[src/rtl/tdm_demux_1_4.sv]
// ---------------------------------------------------------------------------
// tdm_demux_1_4
// Receive-side partner of the 4:1 lane mux. Splits a TDM sample stream
// (lane 0,1,2,3,0,...) back into 4 lanes. It locks on the in-band
// start-of-frame marker and presents each complete frame as one 4-lane word
// on a valid/ready output.
//
// Ports
//   clk        in   1        rising-edge clock
//   reset      in   1        asynchronous, active-high reset
//   in_valid   in   1        in_data/in_sof valid this cycle
//   in_ready   out  1        sample accepted when in_valid & in_ready (combinational)
//   in_data    in   WIDTH    TDM sample
//   in_sof     in   1        sample is lane 0 of a frame
//   out_valid  out  1        out_data holds a complete frame
//   out_ready  in   1        consumer takes frame when out_valid & out_ready
//   out_data   out  4*WIDTH  lane k at [k*WIDTH +: WIDTH], lane 0 in LSBs
//   slot       out  2        lane index of the next accepted sample
//   locked     out  1        high while assembling frames (locked to sof)
//   sof_err    out  1        one-cycle pulse: sof seen at slot != 0
// ---------------------------------------------------------------------------
module tdm_demux_1_4 #(
  parameter int unsigned WIDTH = 4
) (
  input  logic                 clk,
  input  logic                 reset,
  input  logic                 in_valid,
  output logic                 in_ready,
  input  logic [WIDTH-1:0]     in_data,
  input  logic                 in_sof,
  output logic                 out_valid,
  input  logic                 out_ready,
  output logic [4*WIDTH-1:0]   out_data,
  output logic [1:0]           slot,
  output logic                 locked,
  output logic                 sof_err
);

  localparam int unsigned OUT_W = 4 * WIDTH;

  localparam logic ST_HUNT     = 1'b0;
  localparam logic ST_ASSEMBLE = 1'b1;

  logic              state_q,     state_d;
  logic [1:0]        slot_q,      slot_d;
  logic [WIDTH-1:0]  asm_q [3];
  logic [WIDTH-1:0]  asm_d [3];
  logic [OUT_W-1:0]  out_data_q,  out_data_d;
  logic              out_valid_q, out_valid_d;
  logic              sof_err_q,   sof_err_d;
  logic              accept;

  assign out_valid = out_valid_q;
  assign out_data  = out_data_q;
  assign slot      = slot_q;
  assign locked    = (state_q == ST_ASSEMBLE);
  assign sof_err   = sof_err_q;

  // Stall only the lane-3 sample: it would complete a frame with nowhere to go.
  always_comb begin
    in_ready = ~(locked & (slot_q == 2'd3) & out_valid_q & ~out_ready);
  end

  assign accept = in_valid & in_ready;

  // Next-state: lock/resync, lane assembly and output handshake.
  always_comb begin
    state_d     = state_q;
    slot_d      = slot_q;
    asm_d       = asm_q;
    out_data_d  = out_data_q;
    out_valid_d = out_valid_q;
    sof_err_d   = 1'b0;

    if (out_valid_q && out_ready) begin
      out_valid_d = 1'b0;
    end

    if (accept) begin
      case (state_q)
        ST_HUNT: begin
          if (in_sof) begin
            asm_d[0] = in_data;
            slot_d   = 2'd1;
            state_d  = ST_ASSEMBLE;
          end
        end
        ST_ASSEMBLE: begin
          if (in_sof && (slot_q != 2'd0)) begin
            // Misaligned sof: restart the frame on this sample.
            asm_d[0]  = in_data;
            slot_d    = 2'd1;
            sof_err_d = 1'b1;
          end else if (slot_q == 2'd3) begin
            out_data_d  = {in_data, asm_q[2], asm_q[1], asm_q[0]};
            out_valid_d = 1'b1;
            slot_d      = 2'd0;
          end else begin
            for (int k = 0; k < 3; k++) begin
              if (slot_q == 2'(k)) begin
                asm_d[k] = in_data;
              end
            end
            slot_d = slot_q + 2'd1;
          end
        end
        default: begin
          state_d = ST_HUNT;
          slot_d  = 2'd0;
        end
      endcase
    end
  end

  // State register.
  always_ff @(posedge clk or posedge reset) begin
    if (reset) begin
      state_q     <= ST_HUNT;
      slot_q      <= 2'd0;
      asm_q       <= '{default: '0};
      out_data_q  <= '0;
      out_valid_q <= 1'b0;
      sof_err_q   <= 1'b0;
    end else begin
      state_q     <= state_d;
      slot_q      <= slot_d;
      asm_q       <= asm_d;
      out_data_q  <= out_data_d;
      out_valid_q <= out_valid_d;
      sof_err_q   <= sof_err_d;
    end
  end

endmodule

[config.mk]
export PLATFORM = sky130hd
export DESIGN_NAME = tdm_demux_1_4
export DESIGN_NICKNAME = d
export VERILOG_FILES = /design/src/rtl/tdm_demux_1_4.sv
export SDC_FILE = /design/constraint.sdc
export NUM_CORES = 1
export LEC_CHECK = 0
export BUFFER_PORTS_ARGS = -buffer_cell sky130_fd_sc_hd__buf_2
export CAP_MARGIN = 20
export CORE_UTILIZATION = 56
export CTS_CLUSTER_SIZE = 12
export DETAILED_ROUTE_END_ITERATION = 6
export GPL_TIMING_DRIVEN = 0
export PLACE_DENSITY_LB_ADDON = 0.05
export SYNTH_ARGS = -nofsm -noshare
export SYNTH_HDL_FRONTEND = slang
export SYNTH_SLANG_ARGS = --single-unit
export TNS_END_PERCENT = 5
[constraint.sdc]
create_clock -name clk -period 3.55 [get_ports clk]
set_clock_uncertainty 0.1 [all_clocks]
set_input_delay 0 -clock clk [delete_from_list [all_inputs] [get_ports clk]]
set_output_delay 0 -clock clk [all_outputs]
set_load 0.1 [all_outputs]
==> out/qor.txt <==
number of global-route vias before repair = 947
Max-slew headroom = 67.53%
Post-Syn Instances = 90
total track usage = 22.57%
Tmin final = 2.034 ns
status = finished, final reports clean
Worst Hold Class = in -> async
Max Fanout on Critical Path = 10
antenna violations before repair = 0
Root Buffer = clkbuf_4
Avg Cell Area, Syn = 15.72 um2
Syn Nets = 103
distinct cell type count of the synthesized netlist = 18
FP Rows = 17
Final period util = 57.31%
CORE AREA = 0.002297 mm2
crit start category = flip-flop
Post-synth EDFFs = 0
Starting Density = 61.60%
first-pass GRT wire length = 4202 um
Fin. Hold Viols = 0
Post-CTS Setup Bufs = 0
Antenna diodes = 0
ys flop type = dfrtp_1
most frequent CP cell = inv_1
critical path required time = 3.66 ns
CTS tree = built
critical path arrival = 2.15 ns
worst-margin pin slew = 0.4905 ns
# port buffers = 30
hpwl dp = 1745 um
post-synthesis sequential area ratio = 58.36%
die area = 0.002732 mm2
DR iter-0 viols = 4
Clock Sinks = 33
Max Cap Viol = 0
post-route ant nets = 0
unrepaired setup endpoints after global routing = no
slowest cell on the critical path = dfrtp_1
CTS max path bufs = 2
layout cells sized above 1 = 54.35%
setup_tns = 0 ns
routed vias = 889
Final Routed Wirelength = 2554 um
CP Class = reg -> reg
Post-Synthesis Cell Area = 0.001415 mm2
largest net degree at the start of global routing = 25
clock-pin slew on the worst setup and hold paths = 0.10 ns
H-tree Lvls = 2
crit-path max cell delay = 0.43 ns
gr ovfl total = 0
drt pass-1 iters = 4
die width = 52.27 um
CP Capture Type = flip-flop
crit path cell chain = inv_1 -> ha_1 -> inv_1 -> a21boi_2 -> and3_1 -> buf_6 -> buf_12 -> mux2_4
routability cong. = 0.7549
Num CTS Buffers = 5
area growth from synthesis to layout = 27.41%
RR Startpoint = slot[0]
number of synthesized register bits = 33
nets = 150
Vias per Instance = 5.355
Max Freq = 0.4915 GHz
DRC = 0
beginning of the critical path = slot[0]
Pins Over Slew Limit = 0
Yosys warning total = 0
fill count = 139
Post-synth ARST share = 100.0%
Setup violations, final = 0
DR WL/cell = 15.39 um
Chip Height = 52.27 um
I/O Pins = 31
Clock Latency Late Sink = 0.32 ns
cell type report:
type | count | area, um2 | share of cell area (%)
Multi-Input combinational cell | 49 | 535.5 | 29.70
Sequential cell | 33 | 825.8 | 45.80
Clock buffer | 7 | 55.05 | 3.053
Clock inverter | 1 | 30.03 | 1.666
Timing Repair Buffer | 40 | 267.8 | 14.85
Buffer | 2 | 31.28 | 1.735
Tap cell | 28 | 35.03 | 1.943
Inverter | 6 | 22.52 | 1.249
path summary, 6_finish.rpt:
check,end,slack (ns),depth (start not counted)
max,out_data[5],1.52,8
min,out_data[6],0.12,3
max reg2reg,out_data[5],1.52,8
min reg2reg,out_data[0],0.41,1
max in group asynchronous,asm_q[5],2.76,4
min in group clk,asm_q[11],0.38,3
through the flow:
stage | utilization [%] | instances | instance area (um2) | hold slack [ns] | setup slack (ns)
after floorplan | - | 90 | 1415 | 0.02446 | 0.2206
after global placement | 69.66 | 148 | 1600 | 0.1610 | 1.583
after detailed placement | 70.86 | 149 | 1628 | -0.06921 | 1.554
after CTS | 78.49 | 166 | 1803 | 0.1146 | 1.521
after global routing | 78.49 | 166 | 1803 | 0.1331 | 1.441
final | 78.49 | 166 | 1803 | 0.1207 | 1.516
layer usage:
| metal | track usage (%) | share of wire (%) |
|---|---|---|
| met1 | 26.49 | 44 |
| met2 | 37.18 | 50 |
| met3 | 7.826 | 4.9 |
| met4 | 10.09 | 1.1 |
| met5 | 0 | 0 |
flip-flops by register name (all words and copies together) (netlist names):
signal,cells
slot,2
sof_err,1
locked,1
asm_q,12
out_valid,1
out_data,16
synthesized netlist by cell type, types with 2 or more instances:
master / count / area [um2]
a21o_2: 2 / 17.52
a32o_1: 2 / 20.02
dfrtp_1: 33 / 825.8
ha_1: 4 / 50.05
inv_1: 6 / 22.52
mux2_2: 20 / 225.2
mux2_4: 9 / 135.1
nand2_1: 3 / 11.26
nand4_1: 2 / 12.51
what timing repair did:
item                      in CTS  in global routing
hold endpoints to repair      52                  0
resized for setup              0                  0
hold buffers                   9                  0
critical path: cells and delay by family (launching register included):
kind,cells,cell delay (ns)
buffers and inverters,4,0.49
flip-flops,1,0.43
multiplexers,1,0.30
adder cells (fa/ha/maj),1,0.21
AND/OR/NAND/NOR,1,0.21
AO/OA/AOI/OAI,1,0.19
layout by cell type (no fill, tap or decap), drive strengths merged, types with 2 or more instances in the layout:
cell         count
a21o             2
a32o             2
buf             33
clkbuf           7
dfrtp           33
dlygate4sd3      9
ha               4
inv              6
mux2            29
nand2            3
nand4            2
kinds of logic after synthesis:
family / count (synthesis) / share of synthesized area, %
adder cells (fa/ha/maj): 4 / 3.537
flip-flops: 33 / 58.36
buffers and inverters: 8 / 3.802
AO/OA/AOI/OAI: 7 / 4.509
multiplexers: 29 / 25.46
AND/OR/NAND/NOR: 9 / 4.333
Power is left out: the tool's default activity adds up to more than one toggle a clock period on the data nets, which glitch-free logic cannot reach.
